File: src/rtl/i2c_reg_pkg.sv
// Shared constants, region type and address decode for the I2C register bank.
package i2c_reg_pkg;

  localparam logic I2C_DIR_WRITE = 1'b0;
  localparam logic I2C_DIR_READ  = 1'b1;

  localparam int unsigned I2C_ERR_W  = 8;
  localparam int unsigned I2C_ADDR_W = 8;

  typedef enum logic [1:0] {
    RegRw,
    RegRo,
    RegStat,
    RegNone
  } reg_region_e;

  // Map a register address onto RW / RO / STAT / unmapped for a given layout.
  function automatic reg_region_e addr_region(input logic [I2C_ADDR_W-1:0] addr,
                                              input int unsigned           rw_len,
                                              input int unsigned           ro_len);
    int unsigned a;
    a = 32'(addr);
    if (a < rw_len)                 return RegRw;
    else if (a < rw_len + ro_len)   return RegRo;
    else if (a == rw_len + ro_len)  return RegStat;
    else                            return RegNone;
  endfunction

endpackage

File: src/rtl/i2c_err_counter.sv
// Saturating event counter; clear wins over increment.
module i2c_err_counter
  import i2c_reg_pkg::*;
#(
  parameter int unsigned Width = I2C_ERR_W
) (
  input  logic             mod_clk,
  input  logic             rst_n,
  input  logic             inc_i,
  input  logic             clr_i,
  output logic [Width-1:0] cnt_o
);

  logic [Width-1:0] cnt_q, cnt_d;

  // Next count: clear, saturating increment, or hold.
  always_comb begin
    cnt_d = cnt_q;
    if (clr_i) begin
      cnt_d = '0;
    end else if (inc_i && (cnt_q != {Width{1'b1}})) begin
      cnt_d = cnt_q + 1'b1;
    end
  end

  // Count register.
  always_ff @(posedge mod_clk or negedge rst_n) begin
    if (!rst_n) cnt_q <= '0;
    else        cnt_q <= cnt_d;
  end

  assign cnt_o = cnt_q;

endmodule

File: src/rtl/i2c_reg_bank.sv
// Register bank behind i2c_slave: RW bytes, snapshotted RO bytes and an error/status byte.
module i2c_reg_bank
  import i2c_reg_pkg::*;
#(
  parameter int unsigned            RW_LEN  = 10,
  parameter int unsigned            RO_LEN  = 3,
  parameter logic [RW_LEN*8-1:0]    RW_INIT = '0
) (
  input  logic                  mod_clk,
  input  logic                  rst_n,
  input  logic [I2C_ADDR_W-1:0] i2c_reg_addr,
  input  logic [7:0]            i2c_data_out,
  input  logic                  i2c_data_transfer_dir,
  input  logic                  i2c_data_transfer_done,
  output logic [7:0]            i2c_data_in,
  input  logic [RO_LEN*8-1:0]   ro_data,
  input  logic                  wp,
  output logic [RW_LEN*8-1:0]   rw_regs,
  output logic [RW_LEN-1:0]     rw_wr_pulse,
  output logic [I2C_ERR_W-1:0]  err_cnt
);

  // done_q resets high so a done held through reset release is not an event.
  logic                  done_q;
  logic [I2C_ADDR_W-1:0] addr_q;
  // Byte event captured on the edge that sees done rise; acted on one edge later.
  logic                  ev_q, ev_dir_q;
  logic [I2C_ADDR_W-1:0] ev_addr_q;
  logic [7:0]            ev_data_q;

  logic [RW_LEN*8-1:0]   rw_q, rw_d;
  logic [RW_LEN-1:0]     pulse_q, pulse_d;
  logic [RO_LEN*8-1:0]   ro_snap_q, ro_snap_d;
  logic                  snap_valid_q;
  logic [7:0]            rdata_q, rdata_d;

  logic                  err_inc, err_clr;
  logic                  snap_load;

  // Edge detect and event capture.
  always_ff @(posedge mod_clk or negedge rst_n) begin
    if (!rst_n) begin
      done_q    <= 1'b1;
      addr_q    <= '0;
      ev_q      <= 1'b0;
      ev_dir_q  <= I2C_DIR_WRITE;
      ev_addr_q <= '0;
      ev_data_q <= '0;
    end else begin
      done_q    <= i2c_data_transfer_done;
      addr_q    <= i2c_reg_addr;
      ev_q      <= i2c_data_transfer_done & ~done_q;
      ev_dir_q  <= i2c_data_transfer_dir;
      ev_addr_q <= i2c_reg_addr;
      ev_data_q <= i2c_data_out;
    end
  end

  // Write decode: exactly one of update, reject-count or clear per write event.
  always_comb begin
    rw_d    = rw_q;
    pulse_d = '0;
    err_inc = 1'b0;
    err_clr = 1'b0;
    if (ev_q && (ev_dir_q == I2C_DIR_WRITE)) begin
      unique case (addr_region(ev_addr_q, RW_LEN, RO_LEN))
        RegRw: begin
          if (wp) begin
            err_inc = 1'b1;
          end else begin
            for (int unsigned k = 0; k < RW_LEN; k++) begin
              if (32'(ev_addr_q) == k) begin
                rw_d[k*8 +: 8] = ev_data_q;
                pulse_d[k]     = 1'b1;
              end
            end
          end
        end
        RegStat: err_clr = 1'b1;
        default: err_inc = 1'b1;
      endcase
    end
  end

  // Reload the snapshot until first valid, and whenever the address lands on the RO base.
  always_comb begin
    snap_load = !snap_valid_q ||
                ((32'(i2c_reg_addr) == RW_LEN) && (32'(addr_q) != RW_LEN));
    ro_snap_d = snap_load ? ro_data : ro_snap_q;
  end

  // Read mux from the live address; registered below.
  always_comb begin
    rdata_d = '0;
    unique case (addr_region(i2c_reg_addr, RW_LEN, RO_LEN))
      RegRw: begin
        for (int unsigned k = 0; k < RW_LEN; k++) begin
          if (32'(i2c_reg_addr) == k) rdata_d = rw_q[k*8 +: 8];
        end
      end
      RegRo: begin
        for (int unsigned k = 0; k < RO_LEN; k++) begin
          if (32'(i2c_reg_addr) == RW_LEN + k) rdata_d = ro_snap_q[k*8 +: 8];
        end
      end
      RegStat: rdata_d = err_cnt;
      default: rdata_d = '0;
    endcase
  end

  // Register state and read data.
  always_ff @(posedge mod_clk or negedge rst_n) begin
    if (!rst_n) begin
      rw_q         <= RW_INIT;
      pulse_q      <= '0;
      ro_snap_q    <= '0;
      snap_valid_q <= 1'b0;
      rdata_q      <= '0;
    end else begin
      rw_q         <= rw_d;
      pulse_q      <= pulse_d;
      ro_snap_q    <= ro_snap_d;
      snap_valid_q <= 1'b1;
      rdata_q      <= rdata_d;
    end
  end

  i2c_err_counter #(
    .Width (I2C_ERR_W)
  ) u_err_counter (
    .mod_clk (mod_clk),
    .rst_n   (rst_n),
    .inc_i   (err_inc),
    .clr_i   (err_clr),
    .cnt_o   (err_cnt)
  );

  assign rw_regs     = rw_q;
  assign rw_wr_pulse = pulse_q;
  assign i2c_data_in = rdata_q;

endmodule

File: config.mk
export PLATFORM = sky130hd
export DESIGN_NAME = i2c_reg_bank
export DESIGN_NICKNAME = d
export VERILOG_FILES = /design/src/rtl/i2c_reg_pkg.sv /design/src/rtl/i2c_err_counter.sv /design/src/rtl/i2c_reg_bank.sv
export SDC_FILE = /design/constraint.sdc
export NUM_CORES = 1
export LEC_CHECK = 0
export CAP_MARGIN = 40
export CORE_MARGIN = 5
export CORE_UTILIZATION = 35
export DETAILED_ROUTE_END_ITERATION = 12
export MAX_ROUTING_LAYER = met4
export PLACE_DENSITY_LB_ADDON = 0.08
export SYNTH_ARGS = -nofsm -noshare
export SYNTH_HDL_FRONTEND = slang
export SYNTH_SLANG_ARGS = --single-unit
File: constraint.sdc
create_clock -name mod_clk -period 2.16 [get_ports mod_clk]
set_input_delay 0.324 -clock mod_clk [delete_from_list [all_inputs] [get_ports mod_clk]]
set_output_delay 0.324 -clock mod_clk [all_outputs]
set_load 0.03 [all_outputs]
==> impl_metrics.csv <==
group,metric,value,unit
drt,drt_pass1_iterations,4,
synth,synth.area.top_cells,"dfrtp_1 (56%), mux2_2 (19%), mux2i_1 (3.1%)",
die,core,0.01877,sq mm
power,peakVddDrop,0.0005453,V
synth,yosysTopAreaCell,"dfrtp_1",
sta,rsz0062_at_grt,"yes",
placement,place.gp.congestion,0.7777,
sta,relSlewSlack,48.01,%
synth,ys_seq_area_share,55.99,%
worst_setup_path,crit_arrival,2.54,ns
clock_tree,cts_tree,"done",
clock_tree,cts.sinks,150,
clock_tree,cts-buffers-inserted,17,
synth,synthDistinctLibCells,53,
cells_and_area,instances_no_fill,934,
drt,viasPerCell,5.269,
cells_and_area,post-route-cell-area,0.009504,sq mm
global_routing,grt_overflow,0,
placement,placed_area,0.008770,sq mm
drt,wl_per_cell,21.23,microns
clock_tree,clock_path_buffers,2,
power,power.density,739.8,mW/mm^2
clock_tree,root_buffer,"clkbuf_16",
placement,port-buffer-count,150,
worst_setup_path,crit_type,"register to register",
worst_setup_path,cp-start-kind,"register",
synth,syn_inst,515,
global_routing,antenna_found_initial,0,
cells_and_area,drive_gt1_share,29.57,%
clock_tree,clk_pin_slew_worst_paths,0.06,ns
synth,synth_warnings,0,
sta,hold_viol_final,0,
drt,drtIter0Drc,266,
die,die_w,148.4,microns
synth,synth_most_common_cell,"dfrtp_1",
worst_setup_path,reg2reg_slack,-0.07,ns
synth,ys_seq_elements,150,
status,violations,"negative setup slack",
die,die-area,0.02203,sq mm
sta,final.period_utilization,103.3,%
sta,setup_ws,-0.07127,ns
cells_and_area,nets,733,
job,maxCapViolCount,0,
die,initial_utilization,35.73,%
sta,tns,-1.784,ns
synth,avgSynthCellArea,13.02,sq um
die,rows,50,
worst_setup_path,reg2reg_depth,5,
placement,dp.cells,901,
sta,final-setup-viol-count,48,
worst_setup_path,required,2.47,ns
cells_and_area,syn_to_final_growth,41.72,%
drt,drc,0,
worst_setup_path,cp_max_fo,9,
sta,tightest_slew,0.7694,ns
sta,slew_viol_final,0,
synth,synth_top_flop_cell,"dfrtp_1",
synth,synth_top_area_share,55.60,%
drt,wirelength,19830,microns
die,num_io_pins,151,
sta,period_minus_slack,2.231,ns
global_routing,grt_pass1_wl,30720,microns
clock_tree,clock_latency,0.42,ns
hold_path,whs_path_depth,2,
global_routing,track_usage,18.95,%
synth,synthTopCellsByCount,"dfrtp_1 (149), mux2_2 (112), mux2i_1 (21)",
cells_and_area,diodes,0,
global_routing,grt_pass1_vias,5225,
clock_tree,ctsHtreeMaxLevel,4,
synth,syn_area,0.006706,sq mm
synth,synth-edff-count,0,
power,total_leakage_power,4.250,nW
placement,preCtsSetupSlack,-0.2296,ns
hold_path,min_path_type,"input pin to register",
global_routing,grt_max_degree,60,
die,die_y,148.4,microns
sta,max_freq,448.2,MHz
sta,final.setup_skew,0.008087,ns
placement,dp_hpwl,14340,microns
worst_setup_path,setup.worst_path.end_class,"register",
synth,synth_nets,561,
status,outcome,"complete, but fails checks",
drt,ant_nets,0,
synth,synth-async-reset-ratio,100.0,%
drt,num_vias,4921,
[layout by cell type (no fill, tap or decap), drive strengths merged, types with 6 or more instances in the layout]
master / netlist / routed
inv: 11 / 15
nand2: 17 / 17
nand2b: 7 / 7
nand3b: 8 / 8
or4: 6 / 6
nor2: 7 / 7
nor2b: 15 / 15
clkbuf: 18 / 19
mux2: 113 / 113
a21oi: 16 / 16
o21ai: 14 / 14
dfrtp: 149 / 149
clkdlybuf4s50: 0 / 147
a21boi: 7 / 7
o221ai: 7 / 7
buf: 20 / 43
o22ai: 7 / 7
mux2i: 21 / 21
[worst max-delay path: stages, from the launching register on]
cell     delay [ns]
dfrtp_1        0.36
or4_4          0.57
or4_4          0.53
nor3_4         0.16
buf_12         0.16
mux2_2         0.33
[repair_timing]
action                                 in CTS  in global routing
setup buffers                               0                  0
setup endpoints to repair                  88                 91
endpoints found under the hold margin      54                  0
resized for setup                           8                  9
hold buffers                                1                  0
pin swaps                                   0                  1
[metrics by stage]
step                      total power, mW  util, %  hold slack [ns]
after global routing                7.302    50.64           0.2624
final                               7.031    50.64           0.2767
after global placement              3.820    46.73           0.3423
after CTS                           7.106    50.42           0.2461
after floorplan                     3.434        -          0.02841
after detailed placement            3.841    46.73           0.3413
[power by group]
group	total [mW]	internal (mW)	switching [mW]	leakage (nW)
clock network	3.24	2.01	1.23	0.311
registers	3.06	2.92	0.145	1.98
logic	0.727	0.344	0.383	1.96
[path summary, 6_finish.rpt]
| check | startpoint | to |
|---|---|---|
| worst min-delay path | i2c_reg_addr[1] | ev_addr_q[1] |
| min in group asynchronous | rst_n | ev_data_q[6] |
| worst max register to register | ev_addr_q[7] | rw_regs[42] |
| worst min register to register | done_q | ev_q |
| worst max-delay path | ev_addr_q[7] | rw_regs[42] |
| max in group asynchronous | rst_n | ro_snap_q[17] |
[flip-flops by register name, summed over array words and instances, names as in the netlist]
signal	flops
done_q	1
ev_addr_q	8
ev_data_q	8
ev_dir_q	1
ev_q	1
i2c_data_in	8
ro_snap_q	24
rw_regs	80
rw_wr_pulse	10
snap_valid_q	1
u_err_counter.cnt_o	8
[cell families (layout without fill, tap and decap cells)]
logic type                 Yosys count  after routing  share of synthesized area [%]
DFF                                150            150                          55.99
muxes                              138            138                          23.45
AOI/OAI and AO/OA                   88             88                          9.534
and+or+nand+nor                     88             88                          7.892
buffers and inverters               49            234                          2.892
adders and majority gates            1              1                         0.1865
other                                1              1                        0.05592
[cell type report]
cell class | count | area, sq um
Timing Repair Buffer | 191 | 1927
Fill cell | 1658 | 9264
Clock inverter | 13 | 192.7
Clock buffer | 19 | 452.9
Sequential cell | 150 | 3755
Multi-Input combinational cell | 316 | 2843
Inverter | 11 | 41.29
Tap cell | 234 | 292.8
[per-layer routing]
layer	wire (microns)	vias to the layer above	global-route usage, %
li1	-	2248	-
met1	9365	2514	26.14
met2	9361	141	28.46
met3	843	18	3.931
met4	262	0	5.450
met5	0	-	-
Note: power is estimated with default switching activity, not from simulation.
